### config.mk
export PLATFORM = sky130hd
export DESIGN_NAME = mic_receiver
export DESIGN_NICKNAME = d
export VERILOG_FILES = /design/src/rtl/mic_receiver.sv
export SDC_FILE = /design/constraint.sdc
export NUM_CORES = 1
export LEC_CHECK = 0
export ABC_CLOCK_PERIOD_IN_PS = 1700
export BUFFER_PORTS_ARGS = -buffer_cell sky130_fd_sc_hd__buf_2
export CAP_MARGIN = 5
export CORE_MARGIN = 2
export CORE_UTILIZATION = 50
export CTS_CLUSTER_DIAMETER = 50
export DETAILED_ROUTE_END_ITERATION = 8
export PLACE_DENSITY = 0.76
export SYNTH_ARGS = -nofsm -noshare
export SYNTH_HDL_FRONTEND = slang
export SYNTH_SLANG_ARGS = --single-unit
### constraint.sdc
create_clock -name clk -period 1.7 [get_ports clk]
set_input_delay 0.17 -clock clk [delete_from_list [all_inputs] [get_ports clk]]
set_output_delay 0.17 -clock clk [all_outputs]
set_load 0.03 [all_outputs]
### src/rtl/mic_receiver.sv
`default_nettype none
// ============================================================================
// Module      : mic_receiver
// Description : I2S master-mode receiver for the microphone/ADC codec.
//               Generates audio_sysclk / audio_bck / audio_ws from clk, with
//               the same timing as the speaker DAC path. Deserialises 16-bit
//               left/right samples and hands each stereo pair to the
//               consumer over a valid/ready handshake.
//               bck and ws are plain register outputs and never clock logic.
// Ports       : clk, rst_n        - system clock (40 MHz), async active-low reset
//               audio_sysclk      - codec master clock (= clk)
//               audio_bck         - I2S bit clock (clk / 2^BCK_DIV_LOG2)
//               audio_ws          - I2S word select (0 = left, 1 = right)
//               audio_din         - serial data from the codec (asynchronous)
//               out_left/right    - sample pair, two's complement
//               out_valid/ready   - pair handshake
//               overrun           - sticky: a pair was overwritten unaccepted
//               overrun_clr       - one-cycle clear of overrun
//               peak_level/valid  - only with MIC_PEAK_EN: max |left| over
//                                   256 committed pairs, with 1-clk strobe
// Options     : `define MIC_PEAK_EN adds the peak meter ports and logic.
// Revision    : 1.0 - initial release
// ============================================================================
module mic_receiver #(
    parameter int DATA_W_LOG2  = 4,
    parameter int BCK_DIV_LOG2 = 3
) (
    input  logic                          clk,
    input  logic                          rst_n,
    output logic                          audio_sysclk,
    output logic                          audio_bck,
    output logic                          audio_ws,
    input  logic                          audio_din,
    output logic [(2**DATA_W_LOG2)-1:0]   out_left,
    output logic [(2**DATA_W_LOG2)-1:0]   out_right,
    output logic                          out_valid,
    input  logic                          out_ready,
    output logic                          overrun,
`ifdef MIC_PEAK_EN
    output logic [(2**DATA_W_LOG2)-1:0]   peak_level,
    output logic                          peak_valid,
`endif
    input  logic                          overrun_clr
);

    localparam int c_DATA_W = 2 ** DATA_W_LOG2;
    localparam int c_CNT_W  = BCK_DIV_LOG2 + DATA_W_LOG2 + 1;
    // Sample two clk after the bck rise to absorb the synchroniser delay.
    localparam int c_STROBE_PHASE = (1 << (BCK_DIV_LOG2 - 1)) + 1;

    typedef enum logic [1:0] {
        ST_START = 2'd0,
        ST_LEFT  = 2'd1,
        ST_RIGHT = 2'd2
    } state_t;

    logic [c_CNT_W-1:0]  r_cnt;
    logic                r_sync1;
    logic                r_din_s;
    logic [c_DATA_W-1:0] r_sr;
    logic [c_DATA_W-1:0] r_left_hold;
    logic [c_DATA_W-1:0] r_out_left;
    logic [c_DATA_W-1:0] r_out_right;
    logic                r_out_valid;
    logic                r_overrun;
    state_t              r_state;
    state_t              w_state_next;

    logic                w_strobe;
    logic                w_slot0;
    logic                w_left_cap;
    logic                w_right_cap;
    logic                w_commit;
    logic [c_DATA_W-1:0] w_word;

    // ------------------------------------------------------------------
    // Clock generation: everything is decoded from one free-running count
    // so ws always changes on a bck falling edge.
    // ------------------------------------------------------------------
    always_ff @(posedge clk or negedge rst_n) begin
        if (!rst_n) begin
            r_cnt <= '0;
        end else begin
            r_cnt <= r_cnt + 1'b1;
        end
    end

    assign audio_sysclk = clk;
    assign audio_bck    = r_cnt[BCK_DIV_LOG2-1];
    assign audio_ws     = r_cnt[c_CNT_W-1];

    // ------------------------------------------------------------------
    // Input synchroniser and serial-to-parallel shift register
    // ------------------------------------------------------------------
    assign w_strobe    = (r_cnt[BCK_DIV_LOG2-1:0] == c_STROBE_PHASE[BCK_DIV_LOG2-1:0]);
    assign w_slot0     = (r_cnt[c_CNT_W-2:BCK_DIV_LOG2] == '0);
    assign w_word      = {r_sr[c_DATA_W-2:0], r_din_s};
    // One-bit I2S delay: the slot-0 strobe completes the channel that just
    // ended, so ws high here means the left word has just finished.
    assign w_left_cap  = w_strobe & w_slot0 &  r_cnt[c_CNT_W-1];
    assign w_right_cap = w_strobe & w_slot0 & ~r_cnt[c_CNT_W-1];

    always_ff @(posedge clk or negedge rst_n) begin
        if (!rst_n) begin
            r_sync1     <= 1'b0;
            r_din_s     <= 1'b0;
            r_sr        <= '0;
            r_left_hold <= '0;
        end else begin
            r_sync1 <= audio_din;
            r_din_s <= r_sync1;
            if (w_strobe) begin
                r_sr <= w_word;
            end
            if (w_left_cap) begin
                r_left_hold <= w_word;
            end
        end
    end

    // ------------------------------------------------------------------
    // Frame FSM: skip the partial first half-frame, then pair each left
    // word with the right word that follows it.
    // ------------------------------------------------------------------
    always_ff @(posedge clk or negedge rst_n) begin
        if (!rst_n) begin
            r_state <= ST_START;
        end else begin
            r_state <= w_state_next;
        end
    end

    always_comb begin
        w_state_next = r_state;
        w_commit     = 1'b0;
        case (r_state)
            ST_START: begin
                if (w_right_cap) begin
                    w_state_next = ST_LEFT;
                end
            end
            ST_LEFT: begin
                if (w_left_cap) begin
                    w_state_next = ST_RIGHT;
                end
            end
            ST_RIGHT: begin
                if (w_right_cap) begin
                    w_commit     = 1'b1;
                    w_state_next = ST_LEFT;
                end
            end
            default: begin
                w_state_next = ST_START;
            end
        endcase
    end

    // ------------------------------------------------------------------
    // Output register and handshake. A new pair always replaces the old
    // one; if the old one was still pending the loss is flagged.
    // ------------------------------------------------------------------
    always_ff @(posedge clk or negedge rst_n) begin
        if (!rst_n) begin
            r_out_left  <= '0;
            r_out_right <= '0;
            r_out_valid <= 1'b0;
            r_overrun   <= 1'b0;
        end else begin
            if (w_commit) begin
                r_out_left  <= r_left_hold;
                r_out_right <= w_word;
                r_out_valid <= 1'b1;
            end else if (r_out_valid && out_ready) begin
                r_out_valid <= 1'b0;
            end

            // Set has priority over clear.
            if (w_commit && r_out_valid && !out_ready) begin
                r_overrun <= 1'b1;
            end else if (overrun_clr) begin
                r_overrun <= 1'b0;
            end
        end
    end

    assign out_left  = r_out_left;
    assign out_right = r_out_right;
    assign out_valid = r_out_valid;
    assign overrun   = r_overrun;

`ifdef MIC_PEAK_EN
    // ------------------------------------------------------------------
    // Peak meter on the left channel over windows of 256 pairs.
    // ------------------------------------------------------------------
    localparam logic [7:0] c_PEAK_LAST = 8'hFF;

    logic [c_DATA_W-1:0] r_peak_max;
    logic [7:0]          r_peak_cnt;
    logic [c_DATA_W-1:0] r_peak_level;
    logic                r_peak_valid;
    logic [c_DATA_W-1:0] w_mag;
    logic [c_DATA_W-1:0] w_peak_sel;

    // |x| with the most negative value saturated to the most positive.
    always_comb begin
        w_mag = r_left_hold;
        if (r_left_hold[c_DATA_W-1]) begin
            if (r_left_hold == {1'b1, {(c_DATA_W-1){1'b0}}}) begin
                w_mag = {1'b0, {(c_DATA_W-1){1'b1}}};
            end else begin
                w_mag = ~r_left_hold + 1'b1;
            end
        end
    end

    assign w_peak_sel = (w_mag > r_peak_max) ? w_mag : r_peak_max;

    always_ff @(posedge clk or negedge rst_n) begin
        if (!rst_n) begin
            r_peak_max   <= '0;
            r_peak_cnt   <= '0;
            r_peak_level <= '0;
            r_peak_valid <= 1'b0;
        end else begin
            r_peak_valid <= 1'b0;
            if (w_commit) begin
                if (r_peak_cnt == c_PEAK_LAST) begin
                    r_peak_level <= w_peak_sel;
                    r_peak_valid <= 1'b1;
                    r_peak_max   <= '0;
                    r_peak_cnt   <= '0;
                end else begin
                    r_peak_max   <= w_peak_sel;
                    r_peak_cnt   <= r_peak_cnt + 8'd1;
                end
            end
        end
    end

    assign peak_level = r_peak_level;
    assign peak_valid = r_peak_valid;
`endif

endmodule
`default_nettype wire

Word level (Yosys, flattened, before mapping)
Index checks and enable logic that the tools add are counted.
Widths: inputs -> output; s select.
- register bits after elaboration: 77
- bits of input ports: 5
- output and inout port bits: 37
- add/sub/neg operators: 1
- eq/ne operators: 5
- mux-type cells: 9
- bitwise operators: 4
- reduce and logical (&&, ||, !) cells: 10
- operators by type and width (cell ; number):
    $add 8x1->8 const B ; 1
    $mux 1 ; 6
    $logic_not 4->1 ; 1
    $mux 2 ; 2
    $pmux 2 s2 ; 1
    $reduce_bool 2->1 ; 2
    $and 1x1->1 ; 3
    $eq 3x3->1 const B ; 1
    $logic_and 1x1->1 ; 3
    $eq 2x1->1 const B ; 1
    $eq 2x2->1 const B ; 1
    $logic_not 2->1 ; 1
    $ne 2x1->1 const B ; 1
    $ne 2x2->1 const B ; 1
    $reduce_and 2->1 ; 1
    $reduce_or 2->1 ; 1
    $logic_not 1->1 ; 1
    $not 1->1 ; 1

Longest topological paths before layout
- word-level depth: 8
- mapped depth: 6
- depth with buffers taken out: 5

==> summary.txt <==
Power and ir drop
  • Power per standard cell area: 1010 nW/um2
  • Flop pwr share: 47.9%
  • Clk pwr share: 50.6%
  • Peak supply drop: 0.000553 V
  • Standby leakage power: ~0.0021 uW
  • Internal power: just over 3000 uW
  • Switching power: 776 uW
  • Switching share of power: roughly 20%
  • Combinational Power Share: under 10%

Detailed routing
  • DRC viols: 0
  • Number of vias in the routed layout: ~1,600
  • Final wirelength: approximately 5000 um
  • Pre-Repair DR Iteration Count: 4
  • Vias per Instance: between 5 and 6
  • Post-detailed-route wirelength per cell: approximately 15 um
  • ANT nets after route: 0
  • Number of violations reported at the end of detailed-routing iteration 0: 73

Placed design
  • Count of placed standard cells including taps: a little under 300
  • Buffers on Ports: ~40
  • Worst-case setup slack after placement: between 0.008 and 0.009 ns
  • Half-perimeter wire length of the detailed placement result: roughly 3200 um
  • Final GP Congestion: about 0.76
  • Dpl cell area: 3440 um2

Global routing
  • Pin count of the biggest net entering global routing: 68
  • Number of global-route vias before repair: 1,703
  • Number of antenna violations at the first check in global routing: 0
  • Total congestion overflow after global routing: 0
  • Global routing usage summed across all routing layers: 16.3%
  • Global-route wire length before repair: roughly 8100 um

Synth
  • Post-synthesis area per instance: 17.2 um2
  • Leading cell type by number of instances after synthesis: dfrtp_1
  • Register area share after synthesis: just over 60%
  • Mapped cell area: 3100 um2
  • Share of flip-flops with an asynchronous set or reset after synthesis: 100%
  • Synthesized netlist cell count: 180
  • Synth top area share: roughly 62%
  • Number of nets in the synthesized netlist: between 150 and 200
  • Top cells by area, synth: dfrtp_1 (62%), mux2_4 (17%), mux2_2 (9.8%), buf_6 (1.5%), nand4_4 (1.4%)
  • Leading cell types by count after synthesis: dfrtp_1 (77), mux2_4 (36), mux2_2 (27)
  • Library cell with the largest summed area after synthesis: dfrtp_1
  • Warning count from the yosys run: 0
  • Number of distinct library cells after synthesis: 22
  • EDFF count, synth: 0
  • Most instantiated flip-flop cell in the synthesis netlist: dfrtp_1
  • Number of synthesized register bits: 77

Clock network
  • Worst-Skew Late Latency: 0.44 ns
  • Clock tree from TritonCTS: done
  • Clk slew on worst S/H paths: ~0.080 ns

Timing
  • Count of final setup violators: 0
  • Post-route minimum period: approximately 1.7 ns
  • Headroom to the max-slew limit: 77.0%
  • Worst hold-check slack: ~0.094 ns
  • Post-route fraction of the period consumed by the critical path: a little over nine tenths
  • Achievable frequency: approximately 600 MHz
  • Unrepaired setup endpoints after global routing: yes
  • Max-slew violation total from the final report: 0
  • Endpoints failing hold: 0
  • Worst-case clock skew: 0.00847 ns
  • Final worst setup slack: between 0.03 and 0.04 ns
  • Actual transition at the worst max-transition pin: about 0.34 ns

Layout
  • Number of nets in the final layout: 250
  • Layout Cells excl Fill: between 300 and 400
  • Antenna cell count: 0
  • Final design area excluding fillers: roughly 3800 um2
  • Ratio of cells with drive above 1 in the final layout: between 50% and 60%
  • Layout area overhead: 23.4%

Critical path
  • Crit path capture type: register
  • Endpoint required time on the critical path: 2.03 ns
  • Worst EP arrival: approximately 2 ns
  • Max Fanout on Critical Path: 8
  • Sort of element at the start of the critical path: register
  • Classification of the worst setup path: reg -> reg

Floorplanning
  • Number of placement rows: 28
  • Area of the die: roughly 6800 um2
  • I/O Pins: between 40 and 50
  • Std-Cell Core Area: roughly 6000 um2
  • Effective utilization at floorplan: 52.0%
  • Die span in x: roughly 83 um
  • Die H: 82.7 um

Outcome
  • Status: finished, final reports clean

Hold path
  • HP Class: in -> async

Flow run
  • Maximum Capacitance Violations: 0
[worst paths after layout]
| kind | start | to | slack, ns | cells past startpoint |
|---|---|---|---|---|
| worst max-delay path | r_cnt[5] | r_left_hold[14] | 0.03 | 5 |
| worst min-delay path | rst_n | out_right[14] | 0.09 | 2 |
| worst max register to register | r_cnt[5] | r_left_hold[14] | 0.03 | 5 |
| worst min register to register | r_sync1 | r_din_s | 0.35 | 0 |
| max in group asynchronous | rst_n | r_cnt[5] | 1.02 | 3 |
| min in group clk | r_sync1 | r_din_s | 0.35 | 0 |
[cell type report]
cell class / instances / area [um2]
fill: 416 / 2130
sequential: 77 / 1930
multi-input combinational: 92 / 1100
timing repair buffer: 55 / 380
clock buffer: 15 / 198
clock inverter: 5 / 106
tap: 75 / 93.8
inverter: 4 / 15.0
[through the flow]
| step | power, uW | setup TNS, ns | util [%] |
|---|---|---|---|
| 6_report | 3860 | 0 | 64.2 |
| 5_1_grt | 4010 | -0.758 | 64.2 |
| 4_1_cts | 3910 | 0 | 63.6 |
| 3_5_place_dp | 2010 | 0 | 57.7 |
| 3_3_place_gp | 2010 | 0 | 57.7 |
| 2_1_floorplan | 1980 | 0 | - |
[sequential cells by signal (all words and copies together) (netlist names)]
signal / cells
out_left: 16
out_right: 16
r_left_hold: 16
r_sr: 15
r_cnt: 8
r_state: 2
out_valid: 1
overrun: 1
r_din_s: 1
r_sync1: 1
[power groups by stage]
stage,combinational (uW),sequential [uW],clock [uW]
after floorplan,7.19,1880,88.1
after global placement,53.3,1880,74.1
after detailed placement,54.5,1880,74.1
after CTS,61.5,1850,2000
after global routing,68.6,1850,2090
final,58.0,1850,1950
[metal layers]
layer  track usage (%)  share of wire (%)
met1              20.9                 46
met5                 0                  0
met4              10.0                1.7
met2              24.1                 48
met3              5.11                3.9
[kinds of logic after synthesis]
family                   synth area share, %
AND/OR/NAND/NOR                         4.85
adder cells (fa/ha/maj)                0.808
flip-flops                              62.2
AO/OA/AOI/OAI                          0.646
XOR/XNOR                                1.70
multiplexers                            27.3
buffers and inverters                   2.50
[cells in the final DEF (no fill, tap or decap)]
| master | n |
|---|---|
| nor3b_1 | 1 |
| or3b_2 | 1 |
| mux2_4 | 36 |
| nand4_4 | 2 |
| nand2_1 | 4 |
| clkinv_4 | 1 |
| inv_1 | 4 |
| clkbuf_16 | 1 |
| dlygate4sd3_1 | 4 |
| ha_1 | 1 |
| bufinv_16 | 3 |
| dfrtp_2 | 1 |
| nor2_1 | 1 |
| nor3b_2 | 1 |
| buf_2 | 40 |
| nand3_1 | 2 |
| dfrtp_1 | 76 |
| buf_12 | 3 |
| nand4_1 | 1 |
| clkinvlp_4 | 1 |
| xor2_1 | 2 |
| xnor2_1 | 4 |
| ha_2 | 1 |
| mux2_2 | 27 |
| nor4_4 | 1 |
| a21boi_0 | 1 |
| clkbuf_8 | 14 |
| o22ai_1 | 2 |
| buf_4 | 8 |
| nand2b_1 | 3 |
| and4_1 | 1 |
[repair_timing]
action                                  4_1_cts  5_1_grt
hold buffers                                  4        0
pin swaps                                     1        1
gates resized for setup                       0        2
endpoints found under the hold margin        80        0
endpoints found under the setup margin       12       43
cloned                                        0        1
setup buffers                                 1        1
[critical path: stages, from the launching register on]
cell and delay (ns):
dfrtp_2 0.45, nor4_4 0.26, buf_4 0.18, nand4_4 0.16
clkbuf_16 0.22, mux2_4 0.29
(Power assumes the default switching activity.)
